$ cat src/rtl/cla16_pkg.sv
// cla16_pkg
// Shared constants and types for the 16-bit carry-lookahead adder and the
// array multiplier that reuses it as its final carry-propagate stage.
//   WIDTH   : operand / sum width (only 16 is supported)
//   GROUP   : bits per lookahead group
//   NGROUPS : number of lookahead groups (WIDTH / GROUP)
package cla16_pkg;

    localparam int WIDTH   = 16;
    localparam int GROUP   = 4;
    localparam int NGROUPS = WIDTH / GROUP;

    typedef logic [WIDTH-1:0] word_t;
    typedef logic [GROUP-1:0] nibble_t;

endpackage : cla16_pkg

$ cat src/rtl/full_adder.sv
// full_adder
// One-bit full adder. In cla16_adder it only forms the sum bit (the carry
// comes from the lookahead network); the multiplier's carry-save rows use
// both outputs.
// Ports:
//   a, b, cin : input bits
//   sum       : a ^ b ^ cin
//   cout      : majority(a, b, cin)
module full_adder (
    input  logic a,
    input  logic b,
    input  logic cin,
    output logic sum,
    output logic cout
);

    assign sum  = a ^ b ^ cin;
    assign cout = (a & b) | (a & cin) | (b & cin);

endmodule : full_adder

$ cat src/rtl/cla16_adder.sv
// cla16_adder
// Registered 16-bit unsigned carry-lookahead adder: {c16, sum} = a + b + c0.
// A two-level lookahead core (4 groups of 4 bits) feeds one output register.
// Ports:
//   clk       : clock, rising edge
//   rst       : synchronous reset, active-high (clears outputs, drops valid)
//   in_valid  : a, b, c0 are meaningful this cycle
//   a, b      : 16-bit unsigned addends
//   c0        : carry-in
//   out_valid : sum / c16 carry a fresh result
//   sum       : registered (a + b + c0) mod 2^16
//   c16       : registered carry-out
//
// Handshake: valid-only, no ready. An operation is accepted on every rising
// edge where in_valid=1 and rst=0; its result is presented on the following
// cycle with out_valid=1. When in_valid=0 out_valid drops but sum/c16 keep
// their last value. rst wins over in_valid and discards that operation.
module cla16_adder
    import cla16_pkg::*;
(
    input  logic        clk,
    input  logic        rst,
    input  logic        in_valid,
    input  logic [15:0] a,
    input  logic [15:0] b,
    input  logic        c0,
    output logic        out_valid,
    output logic [15:0] sum,
    output logic        c16
);

    word_t              g;        // per-bit generate
    word_t              p;        // per-bit propagate
    word_t              c;        // carry into each bit
    logic [NGROUPS-1:0] grp_g;    // group generate
    logic [NGROUPS-1:0] grp_p;    // group propagate
    logic [NGROUPS:0]   gc;       // group carry-ins c0, c4, c8, c12, c16

    word_t              sum_d;
    logic               c16_d;
    word_t              fa_cout_unused;

    word_t              sum_q;
    logic               c16_q;
    logic               valid_q;

    always_comb begin
        g = a & b;
        p = a ^ b;

        // First level: group generate / propagate per nibble.
        grp_g = '0;
        grp_p = '0;
        for (int k = 0; k < NGROUPS; k++) begin
            grp_g[k] = g[k*GROUP+3]
                     | (p[k*GROUP+3] & g[k*GROUP+2])
                     | (p[k*GROUP+3] & p[k*GROUP+2] & g[k*GROUP+1])
                     | (p[k*GROUP+3] & p[k*GROUP+2] & p[k*GROUP+1] & g[k*GROUP]);
            grp_p[k] = p[k*GROUP+3] & p[k*GROUP+2] & p[k*GROUP+1] & p[k*GROUP];
        end

        // Second level: every group carry-in straight from G, P and c0, so no
        // carry waits on a neighbouring group.
        gc[0] = c0;
        gc[1] = grp_g[0]
              | (grp_p[0] & c0);
        gc[2] = grp_g[1]
              | (grp_p[1] & grp_g[0])
              | (grp_p[1] & grp_p[0] & c0);
        gc[3] = grp_g[2]
              | (grp_p[2] & grp_g[1])
              | (grp_p[2] & grp_p[1] & grp_g[0])
              | (grp_p[2] & grp_p[1] & grp_p[0] & c0);
        gc[4] = grp_g[3]
              | (grp_p[3] & grp_g[2])
              | (grp_p[3] & grp_p[2] & grp_g[1])
              | (grp_p[3] & grp_p[2] & grp_p[1] & grp_g[0])
              | (grp_p[3] & grp_p[2] & grp_p[1] & grp_p[0] & c0);

        // Carries inside each group, expanded from the group carry-in.
        c = '0;
        for (int k = 0; k < NGROUPS; k++) begin
            c[k*GROUP]   = gc[k];
            c[k*GROUP+1] = g[k*GROUP]
                         | (p[k*GROUP] & gc[k]);
            c[k*GROUP+2] = g[k*GROUP+1]
                         | (p[k*GROUP+1] & g[k*GROUP])
                         | (p[k*GROUP+1] & p[k*GROUP] & gc[k]);
            c[k*GROUP+3] = g[k*GROUP+2]
                         | (p[k*GROUP+2] & g[k*GROUP+1])
                         | (p[k*GROUP+2] & p[k*GROUP+1] & g[k*GROUP])
                         | (p[k*GROUP+2] & p[k*GROUP+1] & p[k*GROUP] & gc[k]);
        end

        c16_d = gc[NGROUPS];
    end

    // Sum bits; the adders' own carry-out is redundant with the lookahead.
    for (genvar i = 0; i < WIDTH; i++) begin : g_fa
        full_adder u_fa (
            .a    (a[i]),
            .b    (b[i]),
            .cin  (c[i]),
            .sum  (sum_d[i]),
            .cout (fa_cout_unused[i])
        );
    end

    always_ff @(posedge clk) begin
        if (rst) begin
            valid_q <= 1'b0;
            sum_q   <= '0;
            c16_q   <= 1'b0;
        end else begin
            valid_q <= in_valid;
            if (in_valid) begin
                sum_q <= sum_d;
                c16_q <= c16_d;
            end
        end
    end

    assign out_valid = valid_q;
    assign sum       = sum_q;
    assign c16       = c16_q;

endmodule : cla16_adder

$ cat config.mk
export PLATFORM = sky130hd
export DESIGN_NAME = cla16_adder
export DESIGN_NICKNAME = d
export VERILOG_FILES = /design/src/rtl/cla16_pkg.sv /design/src/rtl/full_adder.sv /design/src/rtl/cla16_adder.sv
export SDC_FILE = /design/constraint.sdc
export NUM_CORES = 1
export LEC_CHECK = 0
export CORE_MARGIN = 4
export CORE_UTILIZATION = 44
export CTS_CLUSTER_SIZE = 12
export DETAILED_ROUTE_END_ITERATION = 8
export GPL_TIMING_DRIVEN = 0
export MAX_ROUTING_LAYER = met4
export PLACE_DENSITY = 0.8
export REMOVE_ABC_BUFFERS = 1
export SKIP_CTS_REPAIR_TIMING = 1
export SYNTH_ARGS = -nofsm -noshare
export SYNTH_HDL_FRONTEND = slang
export SYNTH_HIERARCHICAL = 1
export SYNTH_SLANG_ARGS = --single-unit
$ cat constraint.sdc
create_clock -name clk -period 3.2 [get_ports clk]
set_clock_uncertainty 0.2 [all_clocks]
set_input_delay 0.64 -clock clk [delete_from_list [all_inputs] [get_ports clk]]
set_output_delay 0.64 -clock clk [all_outputs]
set_load 0.005 [all_outputs]
==> impl_results.md <==
* Status: finished clean
* Worst-case reg-to-reg path depth at 2
* Maximum VDD drop at 0.181 mV
* Total gr overflow at 0
* Worst slew pin tran at 1030 ps
* Antenna cells at 0
* Crit path launch type: input pin
* CTS sink count at 18
* Port bufs at 53
* Pwr dens at 330 mW/mm2
* Layout fillers at 265
* Hold Path Class: flip-flop to flip-flop
* Largest family of logic cells by synthesized area: adder cells
* Maximum number of pins on one net before global-route repair at 20
* Yosys top cell area share at 25.0%
* Wire length per cell at 14.2 um
* Number of synthesized register bits at 18
* Most frequent cells in the layout: clkdlybuf4s50_1, nor2_1, dfxtp_1, mux2i_1, fa_1
* Final period util at 96.5%
* Crit Path Class: input pin to flip-flop
* Initial DRC count at 43
* Fraction of layout cells with a size suffix above 1 at 11.6%
* Pleak at 0.995 nW
* Avg Cell Area, Syn at 10.8 um2
* Post-Synth XOR/XNOR Area at 0%
* Via count at 1174
* Placeable Area at 0.00310 mm2
* # setup viols final at 0
* Clk Latency, worst-skew pair at 300 ps
* Commonest non-fill, non-tap cell in the layout: clkdlybuf4s50_1
* CTS tree: done
* CTS root buffer: clkbuf_4
* DR vias/cell at 5.04
* Cell area after layout at 0.00215 mm2
* Vias in the first global route at 1241
* Worst path required time at 3180 ps
* Initial Utilization at 46.4%
* Placed cell area at 0.00201 mm2
* Post-DP HPWL at 2630 um
* Endpoints failing hold at 0
* Register area at 360 um2
* Routability congestion estimate from global placement at 0.892
* Synth cell types at 29
* Final Util at 69.3%
* DRC Markers at 0
* # rows at 20
* CP Max Fanout at 4
* I/O pins at 54
* Synth Area in Adders at 36.1%
* Synth top area cells: dfxtp_1, fa_1, ha_1
* Post-layout min period at 3090 ps
* Final worst slack at 113 ps
* Max Slew Vio Count at 0
* Compound-cell area share of the yosys netlist at 15.5%
* Antenna violations before repair at 0
* Die width at 65.2 um
* Multi-input gate area at 0.00112 mm2
* H-tree levels at 1
* Chip height at 65.2 um
* Simple-gate area share of the yosys netlist at 10.3%
* Clk buf depth at 2
* Synth area leader: dfxtp_1
* Total routed wirelength at 3310 um
* Pre-CTS WS at -496 ps
* Max transition margin at 31.4%
* Mux share of post-synthesis cell area at 11.1%
* Synth Warn # at 6
* Arrival time at the worst endpoint at 3070 ps
* Fin Setup TNS at 0 ps
* Synthesized area at 0.00144 mm2
* Max Clk Rate at 324 MHz
* CTS clk-pin slew, worst paths at 110 ps
* Nets at 258
* Num CTS Buffers at 3
* Hold slack at 309 ps
* Seq/Total Area, Yosys at 25.0%
* Total GRT Usage at 16.4%
* Layout area overhead at 49.3%
* Die area at 0.00425 mm2
* Setup crit end kind: flip-flop
* Syn Inst Count at 133
* Worst hold stages at 2
* ANT nets after route at 0
* Max-cap violations at 0
* First-pass GRT wire length at 5320 um
* 1st-pass router iterations at 4
## state kept, by name, summed over array words and instances (netlist names)
name and cells:
c16 1, out_valid 1, sum 16
## critical path: stages
cell,delay (ps)
clkdlybuf4s50_1,460
ha_1,370
a21oi_2,170
o21bai_1,130
a221oi_4,390
nand2_2,90
a21o_1,190
fa_1,430
mux2i_1,140
nor2_1,50
## logic make-up (layout without fill, tap and decap cells)
family | count (synthesis) | in the layout
flip-flops | 18 | 18
multiplexers | 16 | 16
buffers and inverters | 7 | 63
adder cells (fa/ha/maj) | 32 | 32
AO/OA/AOI/OAI | 28 | 28
AND/OR/NAND/NOR | 32 | 32
## through the flow
| step | power [mW] | std cells |
|---|---|---|
| after detailed placement | 0.547 | 226 |
| final | 0.709 | 233 |
| after global routing | 0.759 | 233 |
| after floorplan | 0.399 | 129 |
| after global placement | 0.532 | 226 |
| after CTS | 0.693 | 230 |
## synth_stat cells
library cell / count
and4_4: 1
nand3_1: 2
a41o_1: 1
clkbuf_1: 1
mux2i_1: 16
a221oi_4: 1
a211oi_2: 1
nor3b_1: 1
or2_2: 1
a221o_1: 1
o21ai_0: 2
nor2b_1: 1
buf_1: 1
nand2_2: 1
o21bai_1: 1
a21oi_1: 4
and3_2: 1
buf_2: 2
nand2_1: 4
inv_1: 3
nor2_1: 19
a31o_2: 1
a31oi_1: 4
fa_1: 16
dfxtp_1: 18
ha_1: 16
a211o_2: 1
a21o_1: 11
nand4_1: 1
## per-layer routing
metal	vias up	track usage, %	wire, um	part of all wire [%]
met4	0	7.51	51	1.5
li1	571	-	-	-
met3	5	2.05	172	5.2
met1	556	17.4	1310	40
met5	-	-	0	0
met2	42	30.2	1780	54
## area by class of cell
| class | count | area share, % |
|---|---|---|
| Multi-Input combinational cell | 108 | 51.9 |
| Timing Repair Buffer | 56 | 26.5 |
| Sequential cell | 18 | 16.8 |
| Tap cell | 44 | 2.56 |
| Clock buffer | 4 | 1.69 |
| Inverter | 3 | 0.524 |
## power breakdown
group,total [mW],internal (mW),leakage (nW),switching [mW]
Sequential,0.263,0.250,0.149,0.0135
Combinational,0.299,0.170,0.826,0.130
Clock,0.146,0.0695,0.0210,0.0770
## final timing paths
path | from | to | slack (ps)
setup / recovery | a[9] | sum[13] | 110
hold / removal | sum[2] | sum[2] | 310
setup reg to reg | sum[7] | sum[7] | 2330
hold reg to reg | sum[2] | sum[2] | 310
(Power assumes the default switching activity.)
